[src/rtl/mem_arbiter_if.sv]
// Requester and memory-wrapper signals of the two-port memory arbiter.
// The arbiter connects through the master modport; the environment uses slave.
`timescale 1ns/1ps
interface mem_arbiter_if;
  logic        calibrated;
  logic        req0, req1;
  logic        we0, we1;
  logic [25:0] addr0, addr1;
  logic [31:0] wdata0, wdata1;
  logic        ack0, ack1;
  logic [31:0] rdata0, rdata1;
  logic        mem_en, mem_cmd, mem_wea;
  logic [25:0] mem_addr;
  logic [31:0] mem_din, mem_dout;
  logic        cmd_rdy, write_rdy, read_arrived;
  logic        busy, err_spurious;

  modport master (
    input  calibrated, req0, req1, we0, we1, addr0, addr1, wdata0, wdata1,
           mem_dout, cmd_rdy, write_rdy, read_arrived,
    output ack0, ack1, rdata0, rdata1, mem_en, mem_cmd, mem_wea,
           mem_addr, mem_din, busy, err_spurious
  );

  modport slave (
    output calibrated, req0, req1, we0, we1, addr0, addr1, wdata0, wdata1,
           mem_dout, cmd_rdy, write_rdy, read_arrived,
    input  ack0, ack1, rdata0, rdata1, mem_en, mem_cmd, mem_wea,
           mem_addr, mem_din, busy, err_spurious
  );
endinterface

[src/rtl/mem_arbiter.sv]
// Two-port round-robin arbiter in front of a DDR memory wrapper.
// One transaction in flight; every memory-side output comes straight from a flop.
`timescale 1ns/1ps
module mem_arbiter (
  input logic           ui_clk,
  input logic           sys_rst,
  mem_arbiter_if.master bus
);
  typedef enum logic [2:0] {IDLE, WDATA, WCMD, RCMD, RWAIT, DONE} state_t;

  state_t      state_q, state_d;
  logic        gnt_q, gnt_d;     // port owning the current transaction
  logic        prio_q, prio_d;   // port that wins the next tie
  logic [25:0] addr_q, addr_d;
  logic [31:0] din_q, din_d;
  logic [31:0] rdata0_q, rdata0_d, rdata1_q, rdata1_d;
  logic        err_q, err_d;
  logic        en_q, cmd_q, wea_q, ack0_q, ack1_q, busy_q;
  logic        pick;

  // Next-state, grant selection and read-data capture
  always_comb begin
    state_d  = state_q;
    gnt_d    = gnt_q;
    prio_d   = prio_q;
    addr_d   = addr_q;
    din_d    = din_q;
    rdata0_d = rdata0_q;
    rdata1_d = rdata1_q;
    // data arriving outside RWAIT is dropped but remembered
    err_d    = err_q | (bus.read_arrived && (state_q != RWAIT));
    pick     = (bus.req0 && bus.req1) ? prio_q : bus.req1;
    unique case (state_q)
      IDLE: begin
        // calibration only gates new grants, never an in-flight transaction
        if (bus.calibrated && (bus.req0 || bus.req1)) begin
          gnt_d   = pick;
          prio_d  = ~pick;
          addr_d  = pick ? bus.addr1  : bus.addr0;
          din_d   = pick ? bus.wdata1 : bus.wdata0;
          state_d = (pick ? bus.we1 : bus.we0) ? WDATA : RCMD;
        end
      end
      WDATA: if (bus.write_rdy) state_d = WCMD;
      WCMD:  if (bus.cmd_rdy)   state_d = DONE;
      RCMD:  if (bus.cmd_rdy)   state_d = RWAIT;
      RWAIT: begin
        if (bus.read_arrived) begin
          if (gnt_q) rdata1_d = bus.mem_dout;
          else       rdata0_d = bus.mem_dout;
          state_d = DONE;
        end
      end
      DONE:    state_d = IDLE;
      default: state_d = IDLE;
    endcase
  end

  // State, latched request and registered outputs decoded from the next state
  always_ff @(posedge ui_clk or negedge sys_rst) begin
    if (!sys_rst) begin
      state_q  <= IDLE;
      gnt_q    <= 1'b0;
      prio_q   <= 1'b0;
      addr_q   <= '0;
      din_q    <= '0;
      rdata0_q <= '0;
      rdata1_q <= '0;
      err_q    <= 1'b0;
      en_q     <= 1'b0;
      cmd_q    <= 1'b0;
      wea_q    <= 1'b0;
      ack0_q   <= 1'b0;
      ack1_q   <= 1'b0;
      busy_q   <= 1'b0;
    end else begin
      state_q  <= state_d;
      gnt_q    <= gnt_d;
      prio_q   <= prio_d;
      addr_q   <= addr_d;
      din_q    <= din_d;
      rdata0_q <= rdata0_d;
      rdata1_q <= rdata1_d;
      err_q    <= err_d;
      en_q     <= (state_d == WCMD) || (state_d == RCMD);
      cmd_q    <= (state_d == RCMD);
      wea_q    <= (state_d == WDATA);
      ack0_q   <= (state_d == DONE) && !gnt_d;
      ack1_q   <= (state_d == DONE) &&  gnt_d;
      busy_q   <= (state_d != IDLE);
    end
  end

  assign bus.mem_en       = en_q;
  assign bus.mem_cmd      = cmd_q;
  assign bus.mem_wea      = wea_q;
  assign bus.mem_addr     = addr_q;
  assign bus.mem_din      = din_q;
  assign bus.ack0         = ack0_q;
  assign bus.ack1         = ack1_q;
  assign bus.rdata0       = rdata0_q;
  assign bus.rdata1       = rdata1_q;
  assign bus.busy         = busy_q;
  assign bus.err_spurious = err_q;
endmodule

[src/flat_wrapper.sv]
// flat-port wrapper written by rule: the top's interface ports become plain ports
module mem_arbiter_flat 
  (ui_clk, sys_rst, bus_calibrated, bus_req0, bus_req1, bus_we0, bus_we1, bus_addr0, bus_addr1, bus_wdata0, bus_wdata1, bus_mem_dout, bus_cmd_rdy, bus_write_rdy, bus_read_arrived, bus_ack0, bus_ack1, bus_rdata0, bus_rdata1, bus_mem_en, bus_mem_cmd, bus_mem_wea, bus_mem_addr, bus_mem_din, bus_busy, bus_err_spurious);
  mem_arbiter_if bus_i ();
  input logic ui_clk;
  input logic sys_rst;
  input wire logic [$bits(bus_i.calibrated)-1:0] bus_calibrated;
  input wire logic [$bits(bus_i.req0)-1:0] bus_req0;
  input wire logic [$bits(bus_i.req1)-1:0] bus_req1;
  input wire logic [$bits(bus_i.we0)-1:0] bus_we0;
  input wire logic [$bits(bus_i.we1)-1:0] bus_we1;
  input wire logic [$bits(bus_i.addr0)-1:0] bus_addr0;
  input wire logic [$bits(bus_i.addr1)-1:0] bus_addr1;
  input wire logic [$bits(bus_i.wdata0)-1:0] bus_wdata0;
  input wire logic [$bits(bus_i.wdata1)-1:0] bus_wdata1;
  input wire logic [$bits(bus_i.mem_dout)-1:0] bus_mem_dout;
  input wire logic [$bits(bus_i.cmd_rdy)-1:0] bus_cmd_rdy;
  input wire logic [$bits(bus_i.write_rdy)-1:0] bus_write_rdy;
  input wire logic [$bits(bus_i.read_arrived)-1:0] bus_read_arrived;
  output wire logic [$bits(bus_i.ack0)-1:0] bus_ack0;
  output wire logic [$bits(bus_i.ack1)-1:0] bus_ack1;
  output wire logic [$bits(bus_i.rdata0)-1:0] bus_rdata0;
  output wire logic [$bits(bus_i.rdata1)-1:0] bus_rdata1;
  output wire logic [$bits(bus_i.mem_en)-1:0] bus_mem_en;
  output wire logic [$bits(bus_i.mem_cmd)-1:0] bus_mem_cmd;
  output wire logic [$bits(bus_i.mem_wea)-1:0] bus_mem_wea;
  output wire logic [$bits(bus_i.mem_addr)-1:0] bus_mem_addr;
  output wire logic [$bits(bus_i.mem_din)-1:0] bus_mem_din;
  output wire logic [$bits(bus_i.busy)-1:0] bus_busy;
  output wire logic [$bits(bus_i.err_spurious)-1:0] bus_err_spurious;
  assign bus_i.calibrated = bus_calibrated;
  assign bus_i.req0 = bus_req0;
  assign bus_i.req1 = bus_req1;
  assign bus_i.we0 = bus_we0;
  assign bus_i.we1 = bus_we1;
  assign bus_i.addr0 = bus_addr0;
  assign bus_i.addr1 = bus_addr1;
  assign bus_i.wdata0 = bus_wdata0;
  assign bus_i.wdata1 = bus_wdata1;
  assign bus_i.mem_dout = bus_mem_dout;
  assign bus_i.cmd_rdy = bus_cmd_rdy;
  assign bus_i.write_rdy = bus_write_rdy;
  assign bus_i.read_arrived = bus_read_arrived;
  assign bus_ack0 = bus_i.ack0;
  assign bus_ack1 = bus_i.ack1;
  assign bus_rdata0 = bus_i.rdata0;
  assign bus_rdata1 = bus_i.rdata1;
  assign bus_mem_en = bus_i.mem_en;
  assign bus_mem_cmd = bus_i.mem_cmd;
  assign bus_mem_wea = bus_i.mem_wea;
  assign bus_mem_addr = bus_i.mem_addr;
  assign bus_mem_din = bus_i.mem_din;
  assign bus_busy = bus_i.busy;
  assign bus_err_spurious = bus_i.err_spurious;
  mem_arbiter u_core (.ui_clk(ui_clk), .sys_rst(sys_rst), .bus(bus_i));
endmodule
[config.mk]
export PLATFORM = sky130hd
export DESIGN_NAME = mem_arbiter_flat
export DESIGN_NICKNAME = d
export VERILOG_FILES = /design/src/rtl/mem_arbiter_if.sv /design/src/rtl/mem_arbiter.sv /design/src/flat_wrapper.sv
export SDC_FILE = /design/constraint.sdc
export NUM_CORES = 1
export LEC_CHECK = 0
export CAP_MARGIN = 20
export CORE_UTILIZATION = 36
export DETAILED_ROUTE_END_ITERATION = 6
export GPL_TIMING_DRIVEN = 0
export PLACE_DENSITY = 0.74
export SLEW_MARGIN = 10
export SYNTH_ARGS = -nofsm -noshare
export SYNTH_HDL_FRONTEND = slang
export SYNTH_SLANG_ARGS = --single-unit
[constraint.sdc]
create_clock -name ui_clk -period 1.6 [get_ports ui_clk]
set_clock_uncertainty 0.15 [all_clocks]
set_input_delay 0.16 -clock ui_clk [delete_from_list [all_inputs] [get_ports ui_clk]]
set_output_delay 0.16 -clock ui_clk [all_outputs]
set_load 0.1 [all_outputs]
* Word level (Yosys, flattened, before mapping)
Cells that the tools add are included.
** Word-level totals
- Register bits :: 134
- Output and inout port bits :: 129
- Logic and storage cells :: 52
** Operators by class
- Eq/ne operators :: 9
- Muxes and demuxes :: 13
- Bitwise gates (word level) :: 3
- Reduce and logical (&&, ||, !) cells :: 13
** Operator list (count)
- $mux 32 :: 1
- $mux 26 :: 1
- $mux 3 :: 5
- $pmux 3 s5 :: 1
- $eq 3x2->1 const B :: 4
- $eq 3x1->1 const B :: 2
- $eq 3x3->1 const B :: 2
- $reduce_and 3->1 :: 2
- $logic_and 1x1->1 :: 5
- $mux 1 :: 4
- $logic_not 3->1 :: 1
- $ne 3x3->1 const B :: 1
- $reduce_bool 3->1 :: 1
- $logic_or 1x1->1 :: 2
- $mux 2 :: 1
- $not 1->1 :: 2
- $reduce_and 2->1 :: 1
- $logic_not 1->1 :: 1
- $or 1x1->1 :: 1

* Logic depth before layout (Yosys ltp)
- Depth in word-level cells :: 8
- Depth in mapped cells :: 6
- Gate-level depth less buffers :: 5

* Worst setup path before layout
No wires, ideal clock.
- Path kind :: reg-to-reg
- From :: register u_core.state_q[0]
- To :: register u_core.rdata0_q[0], in the netlist u_core.bus.rdata0[0]
- Setup time :: 125 ps
- Arrival time :: 1430 ps
- Data required time :: 1325 ps
- Slack :: -105 ps
- Stages on the path, launching flop included :: 6
- Period minus slack after synthesis :: 1705 ps
- Path through :: dfrtp_1 -> nor3b_2 -> nand2_1 -> nor2_2 -> buf_4 -> mux2_2
** On the way
- Word-level cells in the longest chain between the ends :: 2
** Ends and longest elaborated chain
- start: declaration :: line mem_arbiter.sv:11 : state_t state_q, state_d;
- start signal: assignment :: line mem_arbiter.sv:77 : state_q <= state_d;
- $eq 3x3->1 :: line mem_arbiter.sv:33 : unique case (state_q)
- $reduce_and 3->1 (no line)
- end signal: assignment :: line mem_arbiter.sv:82 : rdata0_q <= rdata0_d;
- end: declaration :: line mem_arbiter.sv:16 : logic [31:0] rdata0_q, rdata0_d, rdata1_q, rdata1_d;
No other way between the ends.
A chain may end at the register's enable or synchronous reset.

* Worst setup path in the final report
- From :: register u_core.state_q[0]
- To :: register u_core.rdata0_q[24], in the netlist u_core.bus.rdata0[24]
Same word-level chain as after synthesis.

==> impl_metrics.json <==
{
  "fin_crit_ns": 1.80,
  "die_area_um2": 16100,
  "die_w_um": 127,
  "mostFrequentLayoutCells": "clkdlybuf4s50_1 (156), buf_2 (132), dfrtp_1 (131)",
  "layout.area.seq_um2": 3360,
  "path_max_fanout": 6,
  "cp-start-kind": "flop",
  "timing.final.ws_setup_ns": -0.198,
  "yosys_warnings": 0,
  "fin_crit_sh_pct": 112,
  "cts.sinks": 134,
  "ctsHtreeMaxLevel": 4,
  "finalNonFillerCells": 960,
  "cpMaxStageDelayCell": "dfrtp_2",
  "endpoint_kind": "flop",
  "synth.avg_cell_area_um2": 12.9,
  "arrival_ns": 1.94,
  "required_ns": 1.74,
  "gp_congestion": 0.803,
  "initial_core_util_pct": 36.8,
  "cts.clk_slew.worst_paths_ns": 0.06,
  "cts_made_buffers": 17,
  "outcome": "finished with violations",
  "cts_tree": "done",
  "rsz0062_at_grt": "true",
  "ys_ff_latch": 134,
  "syn-num-nets": 593,
  "vias_per_cell": 4.84,
  "fin_nets": 917,
  "final_common_cell": "clkdlybuf4s50_1",
  "multiInputGateArea_um2": 2240,
  "drc": 0,
  "synth.distinct_cells": 31,
  "postSynthCellCount": 435,
  "dp_hpwl_um": 12000,
  "drive_gt1_share_pct": 36.8,
  "ant_nets": 0,
  "area_delta_synth_final_pct": 65.1,
  "tightest_slew_ns": 0.587,
  "wl_per_cell_um": 17.3,
  "crit_type": "reg -> reg",
  "ys_seq_area_share_pct": 59.9,
  "grt-ovfl-total": 0,
  "fin_util_pct": 60.8,
  "slew_headroom_pct": 60.9,
  "dp.cells": 910,
  "diodes": 0,
  "min-delay-path-class": "in -> async",
  "grt_pass1_vias": 4826,
  "clk_path_buf_depth": 2,
  "grt_use_total_pct": 20.9,
  "grt_pass1_wl_um": 25600,
  "coreArea_um2": 15200,
  "vias": 4648,
  "grt_max_degree": 75,
  "cpPeakStageDelay_ns": 0.45,
  "insertion_delay_ns": 0.41,
  "io_pins": 287,
  "worstPathCellList": "nor3b_4, nand2_2, nor2_4, buf_12, buf_8, mux2_4",
  "max_freq_mhz": 556,
  "failed_checks": "negative setup slack",
  "netlist_area_um2": 5600,
  "fill_cells": 1228,
  "firstDrtPassIters": 5,
  "maxSlewViolCount": 0,
  "die_h_um": 127,
  "io_buffers": 286,
  "cts_root_buf": "clkbuf_16",
  "routed_wl_um": 16600,
  "place_ws_ns": -0.693,
  "setup_viol": 128,
  "drtIter0Drc": 167,
  "cap_violations": 0,
  "antenna_found_initial": 0,
  "num_rows": 45,
  "hold_viol": 0
}
layer usage:
metal  vias up  track usage [%]  part of all wire, %
li1       2172                -                    -
met1      2246             23.6                   39
met2       217             36.6                   51
met3        13             7.63                  9.1
met4         0             6.72                  1.1
met5         -                0                    0
final timing paths:
| path | startpoint | end | slack, ns | cells after the start |
|---|---|---|---|---|
| worst max-delay path | u_core.state_q[0]$_DFF_PN0_ | u_core.bus.rdata0[24]$_DFFE_PN0P_ | -0.20 | 6 |
| min in group ui_clk | bus_wdata1[22] | u_core.bus.mem_din[22]$_DFFE_PN0P_ | 0.23 | 3 |
| max in group asynchronous | sys_rst | u_core.bus.rdata1[7]$_DFFE_PN0P_ | 0.40 | 3 |
| worst min-delay path | sys_rst | u_core.bus.mem_addr[13]$_DFFE_PN0P_ | 0.13 | 2 |
| worst max register to register | u_core.state_q[0]$_DFF_PN0_ | u_core.bus.rdata0[24]$_DFFE_PN0P_ | -0.20 | 6 |
| worst min register to register | u_core.bus.err_spurious$_DFF_PN0_ | u_core.bus.err_spurious$_DFF_PN0_ | 0.31 | 1 |
flip-flops by register name, indices dropped and copies added, names as in the netlist:
signal and flops:
u_core.bus.ack0 1, u_core.bus.mem_en 1, u_core.prio_q 1, u_core.bus.err_spurious 1, u_core.bus.ack1 1, u_core.gnt_q 1
u_core.bus.busy 1, u_core.bus.mem_cmd 1, u_core.bus.mem_din 32, u_core.state_q 3, u_core.bus.rdata1 32, u_core.bus.rdata0 32
u_core.bus.mem_addr 26, u_core.bus.mem_wea 1
cells in the mapped netlist:
master	number	area [um^2]
buf_4	12	90.1
nand3b_1	2	15.0
a21o_1	1	7.51
nor4b_2	1	15.0
xnor2_1	1	8.76
nor4b_4	2	47.6
o21a_1	1	7.51
nor2_1	60	225
mux2_1	1	11.3
nor4b_1	1	8.76
nand3_1	2	10.0
dfrtp_1	134	3350
nand4_1	1	6.26
nor3b_2	1	12.5
nor2b_1	1	6.26
inv_1	5	18.8
or2b_1	1	7.51
a32o_1	1	10.0
nor2_2	1	6.26
a31oi_1	1	6.26
nor3b_1	1	7.51
buf_2	11	55.1
and4b_1	1	10.0
nor3_1	1	5.00
o21ai_1	1	5.00
mux2i_1	58	581
nand2b_1	1	6.26
a21oi_1	61	305
nand2_1	5	18.8
buf_6	2	22.5
mux2_2	63	709
final cells by class:
class                   count  area share (%)
clock inverters            11            1.84
plain buffers              25            2.91
multi-input cells         271            24.3
inverters                   5           0.203
flip-flops and latches    134            36.3
repair buffers            305            26.8
well taps                 188            2.54
clock buffers              21            5.09
worst max-delay path, delay by kind of cell (launching register included):
kind	cells	cell delay (ns)
mux	1	0.30
simple gates	3	0.48
buf+inv	2	0.30
flops	1	0.45
cell families after synthesis:
logic type             after synthesis  share of synthesized area [%]
AND/OR/NAND/NOR                     82                           7.29
multiplexers                       122                           23.2
flip-flops                         134                           59.9
buffers and inverters               30                           3.33
AO/OA/AOI/OAI                       66                           6.10
XOR/XNOR                             1                          0.156
metrics by stage:
step	TNS (ns)	hold slack (ns)	area [um^2]
after floorplan	-5.50	-0.286	5660
after global placement	-720.93	0.292	8750
after detailed placement	-68.25	0.0315	8780
after CTS	-23.59	0.146	9130
after global routing	-28.54	0.178	9240
final	-19.33	0.132	9240
what timing repair did:
action / 4_1_cts / 5_1_grt
setup buffers: 12 / 4
hold buffers: 1 / 0
gates resized for setup: 691 / 28
cloned: 4 / 1
setup endpoints to repair: 257 / 130
pin swaps: 6 / 5
hold endpoints to repair: 60 / 0
Power is not shown: default switching activity piles up to over one toggle a cycle in this logic, so the estimate is an artifact.
